[config.mk]
export PLATFORM = sky130hd
export DESIGN_NAME = spi_master_engine
export DESIGN_NICKNAME = d
export VERILOG_FILES = /design/src/rtl/spi_master_engine.sv
export SDC_FILE = /design/constraint.sdc
export NUM_CORES = 1
export LEC_CHECK = 0
export ABC_AREA = 1
export BUFFER_PORTS_ARGS = -buffer_cell sky130_fd_sc_hd__clkbuf_2
export CAP_MARGIN = 10
export CORE_MARGIN = 1
export CORE_UTILIZATION = 40
export DETAILED_ROUTE_END_ITERATION = 10
export SLEW_MARGIN = 0
export SYNTH_ARGS = -nofsm -noshare
export SYNTH_HDL_FRONTEND = slang
export SYNTH_SLANG_ARGS = --single-unit
[constraint.sdc]
create_clock -name PCLK -period 4 [get_ports PCLK]
set_input_delay 0.2 -clock PCLK [delete_from_list [all_inputs] [get_ports PCLK]]
set_output_delay 0.2 -clock PCLK [all_outputs]
set_load 0.01 [all_outputs]
[src/rtl/spi_master_engine.sv]
// SPI master serial engine: baud generation, SS/SCLK/MOSI drive and MISO capture.
// Transfer settings are latched at start and held for the whole byte.
module spi_master_engine #(
    parameter int DATA_W = 8,
    parameter int DIV_W  = 12
) (
    input  logic              PCLK,
    input  logic              PRESETn,
    input  logic              mstr,
    input  logic              cpol,
    input  logic              cpha,
    input  logic              lsbfe,
    input  logic [2:0]        sppr,
    input  logic [2:0]        spr,
    input  logic [1:0]        spi_mode,
    input  logic              spiswai,
    input  logic              send_data,
    input  logic [DATA_W-1:0] tx_data,
    input  logic              miso,
    output logic              sclk,
    output logic              ss,
    output logic              mosi,
    output logic              tip,
    output logic              receive_data,
    output logic [DATA_W-1:0] rx_data,
    output logic [DIV_W-1:0]  baud_divisor
);

    localparam logic [1:0] S_IDLE  = 2'd0;
    localparam logic [1:0] S_LEAD  = 2'd1;
    localparam logic [1:0] S_XFER  = 2'd2;
    localparam logic [1:0] S_TRAIL = 2'd3;
    localparam int EW = $clog2(2 * DATA_W + 1);
    localparam logic [EW-1:0] LAST_EDGE = EW'(2 * DATA_W);

    logic [1:0]        state_q, state_d;
    logic [10:0]       cnt_q, cnt_d;
    logic [EW-1:0]     edge_q, edge_d;
    logic [DATA_W-1:0] tx_sr_q, tx_sr_d;
    logic [DATA_W-1:0] rx_sr_q, rx_sr_d;
    logic [DATA_W-1:0] rx_data_q, rx_data_d;
    logic              cpol_q, cpol_d;
    logic              cpha_q, cpha_d;
    logic              lsbfe_q, lsbfe_d;
    logic [2:0]        sppr_q, sppr_d;
    logic [2:0]        spr_q, spr_d;
    logic              sclk_q, sclk_d;
    logic              ss_q, ss_d;
    logic              mosi_q, mosi_d;
    logic              tip_q, tip_d;
    logic              rcv_q, rcv_d;

    logic [10:0]   half;
    logic [10:0]   half_m1;
    logic          run;
    logic          accept;
    logic          edge_ev;
    logic [EW-1:0] e_nx;
    logic          smp;
    logic          drv;

    assign baud_divisor = ({{(DIV_W-3){1'b0}}, sppr} + DIV_W'(1))
                          << ({1'b0, spr} + 4'd1);

    assign half    = ({8'd0, sppr_q} + 11'd1) << spr_q;
    assign half_m1 = half - 11'd1;

    // Freeze: in wait mode with spiswai set, or in stop mode, nothing advances.
    assign run = (spi_mode == 2'b00) || (spi_mode == 2'b01 && !spiswai);
    assign accept = (state_q == S_IDLE) && mstr && (spi_mode != 2'b10)
                    && run && send_data;
    assign edge_ev = run && (cnt_q == half_m1);
    assign e_nx = edge_q + EW'(1);

    // Odd edges lead, even edges trail; CPHA picks which one samples.
    assign smp = cpha_q ? !e_nx[0] : e_nx[0];
    assign drv = cpha_q ? (e_nx[0] && e_nx != EW'(1))
                        : (!e_nx[0] && e_nx != LAST_EDGE);

    always_comb begin
        state_d   = state_q;
        cnt_d     = cnt_q;
        edge_d    = edge_q;
        tx_sr_d   = tx_sr_q;
        rx_sr_d   = rx_sr_q;
        rx_data_d = rx_data_q;
        cpol_d    = cpol_q;
        cpha_d    = cpha_q;
        lsbfe_d   = lsbfe_q;
        sppr_d    = sppr_q;
        spr_d     = spr_q;
        sclk_d    = sclk_q;
        ss_d      = ss_q;
        mosi_d    = mosi_q;
        tip_d     = tip_q;
        rcv_d     = 1'b0;
        if (state_q != S_IDLE && !mstr) begin
            state_d = S_IDLE;
            ss_d    = 1'b1;
            tip_d   = 1'b0;
            sclk_d  = cpol_q;
            cnt_d   = '0;
            edge_d  = '0;
        end else if (accept) begin
            state_d = S_LEAD;
            tx_sr_d = tx_data;
            rx_sr_d = '0;
            cpol_d  = cpol;
            cpha_d  = cpha;
            lsbfe_d = lsbfe;
            sppr_d  = sppr;
            spr_d   = spr;
            ss_d    = 1'b0;
            tip_d   = 1'b1;
            sclk_d  = cpol;
            mosi_d  = lsbfe ? tx_data[0] : tx_data[DATA_W-1];
            cnt_d   = '0;
            edge_d  = '0;
        end else if (run && state_q != S_IDLE) begin
            cnt_d = edge_ev ? 11'd0 : cnt_q + 11'd1;
            if (edge_ev) begin
                unique case (state_q)
                    S_LEAD: state_d = S_XFER;
                    S_XFER: begin
                        edge_d = e_nx;
                        sclk_d = !sclk_q;
                        if (smp) begin
                            rx_sr_d = lsbfe_q ? {miso, rx_sr_q[DATA_W-1:1]}
                                              : {rx_sr_q[DATA_W-2:0], miso};
                        end
                        if (drv) begin
                            tx_sr_d = lsbfe_q ? tx_sr_q >> 1 : tx_sr_q << 1;
                            mosi_d  = lsbfe_q ? tx_sr_q[1] : tx_sr_q[DATA_W-2];
                        end
                        if (e_nx == LAST_EDGE) state_d = S_TRAIL;
                    end
                    S_TRAIL: begin
                        state_d   = S_IDLE;
                        ss_d      = 1'b1;
                        tip_d     = 1'b0;
                        rx_data_d = rx_sr_q;
                        rcv_d     = 1'b1;
                        edge_d    = '0;
                    end
                    default: state_d = S_IDLE;
                endcase
            end
        end
    end

    always_ff @(posedge PCLK or negedge PRESETn) begin
        if (!PRESETn) begin
            state_q   <= S_IDLE;
            cnt_q     <= '0;
            edge_q    <= '0;
            tx_sr_q   <= '0;
            rx_sr_q   <= '0;
            rx_data_q <= '0;
            cpol_q    <= 1'b0;
            cpha_q    <= 1'b0;
            lsbfe_q   <= 1'b0;
            sppr_q    <= '0;
            spr_q     <= '0;
            sclk_q    <= 1'b0;
            ss_q      <= 1'b1;
            mosi_q    <= 1'b0;
            tip_q     <= 1'b0;
            rcv_q     <= 1'b0;
        end else begin
            state_q   <= state_d;
            cnt_q     <= cnt_d;
            edge_q    <= edge_d;
            tx_sr_q   <= tx_sr_d;
            rx_sr_q   <= rx_sr_d;
            rx_data_q <= rx_data_d;
            cpol_q    <= cpol_d;
            cpha_q    <= cpha_d;
            lsbfe_q   <= lsbfe_d;
            sppr_q    <= sppr_d;
            spr_q     <= spr_d;
            sclk_q    <= sclk_d;
            ss_q      <= ss_d;
            mosi_q    <= mosi_d;
            tip_q     <= tip_d;
            rcv_q     <= rcv_d;
        end
    end

    assign sclk         = sclk_q;
    assign ss           = ss_q;
    assign mosi         = mosi_q;
    assign tip          = tip_q;
    assign receive_data = rcv_q;
    assign rx_data      = rx_data_q;

endmodule

==> report_table.html <==
<table>
<tr><th>Metric</th><th>Value</th></tr>
<tr><th colspan="2">Status</th></tr>
<tr><td>Status</td><td>finished clean</td></tr>
<tr><th colspan="2">STA</th></tr>
<tr><td>Min Clock Period, post-route</td><td>3.19 ns</td></tr>
<tr><td>Period utilisation layout</td><td>79.7%</td></tr>
<tr><td>Final setup TNS</td><td>0 ns</td></tr>
<tr><td>Slew @ Worst Pin</td><td>0.774 ns</td></tr>
<tr><td>Worst Clk Skew</td><td>0.0180 ns</td></tr>
<tr><td>Worst slew slack as a fraction of its limit</td><td>48.4%</td></tr>
<tr><td>Hold Fails Final Rpt</td><td>0</td></tr>
<tr><td>Fin Hold WS</td><td>0.0962 ns</td></tr>
<tr><td># setup viols final</td><td>0</td></tr>
<tr><td>Unrepaired setup endpoints after global routing</td><td>no</td></tr>
<tr><td>Fmax</td><td>0.314 GHz</td></tr>
<tr><td>Final-report max-slew violation count</td><td>0</td></tr>
<tr><th colspan="2">Worst hold path</th></tr>
<tr><td>Hold crit path type</td><td>in2reg</td></tr>
<tr><th colspan="2">Pwr</th></tr>
<tr><td>Worst IR drop on VDD</td><td>178 uV</td></tr>
<tr><td>Power Density</td><td>522 nW/um^2</td></tr>
<tr><td>Static leakage power</td><td>2.16 nW</td></tr>
<tr><th colspan="2">Synth</th></tr>
<tr><td>Share of the synthesized area in the top cell type</td><td>36.4%</td></tr>
<tr><td>Cell with the most instances after synthesis</td><td>sky130_fd_sc_hd__nand2_1</td></tr>
<tr><td>Netlist area before placement</td><td>3780 um^2</td></tr>
<tr><td>Most used flip-flop cell after synthesis</td><td>sky130_fd_sc_hd__dfrtp_1</td></tr>
<tr><td>Seq cells post-synth</td><td>56</td></tr>
<tr><td>Synthesized-area fraction occupied by ao, oa, aoi and oai cells</td><td>11.9%</td></tr>
<tr><td>Multiplexer fraction of the synthesized cell area</td><td>0.265%</td></tr>
<tr><td>Largest cells by area after synthesis</td><td>sky130_fd_sc_hd__dfrtp_1 36%, sky130_fd_sc_hd__nand2_1 17%, sky130_fd_sc_hd__nand3_1 8.7%</td></tr>
<tr><td>Synth Warn #</td><td>0</td></tr>
<tr><td>Simple-gate share of the synthesized area</td><td>34.8%</td></tr>
<tr><td>Part of the Yosys area used for sequential elements</td><td>37.1%</td></tr>
<tr><td>FFs w/ async S/R, synth</td><td>100%</td></tr>
<tr><td>Largest family of logic cells by synthesized area</td><td>simple AND/OR/NAND/NOR gates</td></tr>
<tr><td>Library cells used by synthesis</td><td>36</td></tr>
<tr><td>Xor and xnor area share after synthesis</td><td>4.40%</td></tr>
<tr><td>Post-Syn Nets</td><td>573</td></tr>
<tr><td>Synthesized-area fraction occupied by adder cells</td><td>3.31%</td></tr>
<tr><td>Synth top cells by count</td><td>167 x sky130_fd_sc_hd__nand2_1, 66 x sky130_fd_sc_hd__nand3_1, 55 x sky130_fd_sc_hd__dfrtp_1, 55 x sky130_fd_sc_hd__inv_1, 47 x sky130_fd_sc_hd__nor2_1</td></tr>
<tr><td>Number of flops mapped to enable cells by yosys</td><td>0</td></tr>
<tr><td>Syn Inst Count</td><td>538</td></tr>
<tr><td>Top cell type by total area after synthesis</td><td>sky130_fd_sc_hd__dfrtp_1</td></tr>
<tr><td>Syn Area/Cell</td><td>7.03 um^2</td></tr>
<tr><th colspan="2">Layout</th></tr>
<tr><td>Total number of nets in the final design</td><td>617</td></tr>
<tr><td>Filler cells</td><td>991</td></tr>
<tr><td>Ratio of cells with drive above 1 in the final layout</td><td>14.8%</td></tr>
<tr><td>Util after Layout</td><td>45.7%</td></tr>
<tr><td>Final cell count without fillers</td><td>694</td></tr>
<tr><td>Area of the multi-input gates</td><td>2070 um^2</td></tr>
<tr><td>Final design instance area without fill</td><td>4210 um^2</td></tr>
<tr><td>Antenna diode count</td><td>0</td></tr>
<tr><td>Area occupied by registers</td><td>1400 um^2</td></tr>
<tr><td>Syn-to-layout area delta</td><td>11.2%</td></tr>
<tr><th colspan="2">Die</th></tr>
<tr><td>Die extent in y</td><td>99.2 um</td></tr>
<tr><td>Area of the placeable core</td><td>9200 um^2</td></tr>
<tr><td>Die outline width</td><td>99.2 um</td></tr>
<tr><td>Floorplan die area</td><td>9850 um^2</td></tr>
<tr><td>Initial Utilization</td><td>41.1%</td></tr>
<tr><td>Number of top-level pins</td><td>50</td></tr>
<tr><td>Cell row count</td><td>35</td></tr>
<tr><th colspan="2">Job</th></tr>
<tr><td>Max-Cap Viols</td><td>0</td></tr>
<tr><th colspan="2">Global route</th></tr>
<tr><td>Met2 track demand over resource in global routing</td><td>32.7%</td></tr>
<tr><td>Antenna violations before repair</td><td>0</td></tr>
<tr><td>Global-route wire length before repair</td><td>15.0 mm</td></tr>
<tr><td>Total overflow reported by the global router</td><td>0</td></tr>
<tr><td>Largest net degree at the start of global routing</td><td>34</td></tr>
<tr><td>Routing usage on met3</td><td>2.39%</td></tr>
<tr><td>Most used routing layer in global routing</td><td>met2</td></tr>
<tr><td>Global routing usage summed across all routing layers</td><td>18.5%</td></tr>
<tr><td>M1 GR Usage</td><td>23.5%</td></tr>
<tr><td>Vias in the first global route</td><td>3323</td></tr>
<tr><th colspan="2">Detailed routing</th></tr>
<tr><td>DR DRC count</td><td>0</td></tr>
<tr><td>Routed wire per std cell</td><td>12.6 um</td></tr>
<tr><td>Routed WL</td><td>8.74 mm</td></tr>
<tr><td>Ratio of routed vias to standard cells</td><td>5.18</td></tr>
<tr><td>Number of nets with antenna violations after routing</td><td>0</td></tr>
<tr><td>First-pass iteration count of the detailed router</td><td>5</td></tr>
<tr><td>Number of vias in the routed layout</td><td>3592</td></tr>
<tr><td>Violation count after the first detailed-route iteration</td><td>207</td></tr>
<tr><th colspan="2">CTS</th></tr>
<tr><td>Deepest clock path buffer count</td><td>2</td></tr>
<tr><td>TritonCTS clock tree</td><td>yes</td></tr>
<tr><td>CTS H-tree lvls</td><td>2</td></tr>
<tr><td>Post-CTS Resized</td><td>0</td></tr>
<tr><td>Post-CTS repair timing setup buffer count</td><td>0</td></tr>
<tr><td>Cell chosen for the clock root</td><td>sky130_fd_sc_hd__clkbuf_8</td></tr>
<tr><td>Clock transition time at the flip-flop clock pins of the worst setup and hold paths</td><td>0.11 ns</td></tr>
<tr><td>Number of sinks driven by the clock tree</td><td>56</td></tr>
<tr><td>Clock latency on the worst-skew pair</td><td>0.32 ns</td></tr>
<tr><td>Number of buffers added by the clock tree synthesis step</td><td>5</td></tr>
<tr><td>Number of buffers inserted for hold repair after clock tree synthesis</td><td>1</td></tr>
<tr><th colspan="2">Worst setup path</th></tr>
<tr><td>Critical path arrival</td><td>3.44 ns</td></tr>
<tr><td>Data required time at the worst endpoint</td><td>4.25 ns</td></tr>
<tr><td>Critical path capture point type</td><td>flop</td></tr>
<tr><td>Highest cell delay on the worst timing path</td><td>0.49 ns</td></tr>
<tr><td>Kind of start point of the critical path</td><td>flop</td></tr>
<tr><td>Critical-path cell with the highest stage delay</td><td>sky130_fd_sc_hd__o21bai_2</td></tr>
<tr><td>R2r setup slk</td><td>0.81 ns</td></tr>
<tr><td>Most numerous cell on the critical path</td><td>sky130_fd_sc_hd__nand2_1</td></tr>
<tr><td>Cells traversed along the worst timing path</td><td>ha_1 -&gt; o21ai_1 -&gt; nor2_1 -&gt; nand2_1 -&gt; ha_1 -&gt; xor2_1 -&gt; nand4_1 -&gt; nor3b_1 -&gt; nand2_1 -&gt; nor2_1 -&gt; nand3_2 -&gt; o21bai_2 -&gt; buf_4 -&gt; nand3_1 -&gt; nand2_1</td></tr>
<tr><td>Maximum fanout count along the critical path</td><td>14</td></tr>
<tr><td>Category of the most critical setup path</td><td>reg2reg</td></tr>
<tr><th colspan="2">Place</th></tr>
<tr><td>Area of placed instances</td><td>4100 um^2</td></tr>
<tr><td>Final GP Congestion</td><td>0.907</td></tr>
<tr><td>Estimated wirelength of the detail-placed design</td><td>6.78 mm</td></tr>
<tr><td>Number of buffers inserted by port buffering</td><td>49</td></tr>
<tr><td>Post-Place Cells</td><td>685</td></tr>
</table>
-- final timing paths --
kind	from	endpoint	cells past startpoint
worst max-delay path	sppr_q[0]	edge_q[2]	15
worst min-delay path	cpha	cpha_q	3
worst max register to register	sppr_q[0]	edge_q[2]	15
worst min register to register	ss	ss	2
max in group asynchronous	PRESETn	ss	3
min in group asynchronous	PRESETn	sppr_q[1]	2
-- critical path, delay by kind of cell (launching register included) --
kind                     cells  cell delay, ns
flip-flops                   1            0.46
adder cells (fa/ha/maj)      2            0.64
AO/OA/AOI/OAI                2            0.58
XOR/XNOR                     1            0.15
buffers and inverters        1            0.27
AND/OR/NAND/NOR              9            1.04
-- per-stage QoR --
| step | setup slack, ns | total power [mW] |
|---|---|---|
| 3_3_place_gp | 0.926 | 1.88 |
| 5_1_grt | 0.383 | 2.42 |
| 2_1_floorplan | 1.34 | 1.64 |
| 6_report | 0.811 | 2.20 |
| 4_1_cts | 0.794 | 2.21 |
| 3_5_place_dp | 0.817 | 1.89 |
-- layer usage --
layer	part of all wire, %	vias up	wire length [um]
met5	0	-	0
met4	1.4	0	119
met3	3.5	11	306
met2	50	85	4340
met1	45	1646	3970
li1	-	1850	-
-- registers in the layout (all words and copies together), names as in the netlist, 2 cells and up --
| name | cells |
|---|---|
| state_q | 2 |
| cnt_q | 11 |
| spr_q | 3 |
| sppr_q | 3 |
| edge_q | 5 |
| rx_sr_q | 8 |
| tx_sr_q | 8 |
| rx_data | 8 |
-- cells by family (layout without fill, tap and decap cells) --
kind of cell,count (synthesis),count (layout)
DFF,56,56
and+or+nand+nor,308,308
muxes,1,1
xor gates and xnor gates,19,19
AOI/OAI and AO/OA,69,69
buffers and inverters,75,120
adders and majority gates,10,10
-- layout make-up --
cell class,count,area share [%]
multi-input cells,407,49.2
flip-flops and latches,56,33.4
repair buffers,54,6.78
inverters,58,5.18
well taps,111,3.30
clock buffers,5,1.64
clock inverters,3,0.565
-- layout by cell type, fill, tap and decap left out, drive strengths merged, types with 2 or more instances in the layout --
cell	instances
or2	2
nand4	12
nor2	50
nor4	4
o21bai	3
clkinvlp	2
nand2	170
xor2	18
dfrtp	55
o22ai	20
a31oi	3
ha	10
a311oi	2
o21ai	27
clkbuf	54
a21oi	13
inv	58
buf	4
nor3	2
nand3	67
-- power breakdown --
part	internal [mW]	leakage [nW]	switching [mW]
logic	0.371	1.37	0.738
registers	0.658	0.751	0.111
clock network	0.125	0.0404	0.194
Power figures use the tool's default switching activity.
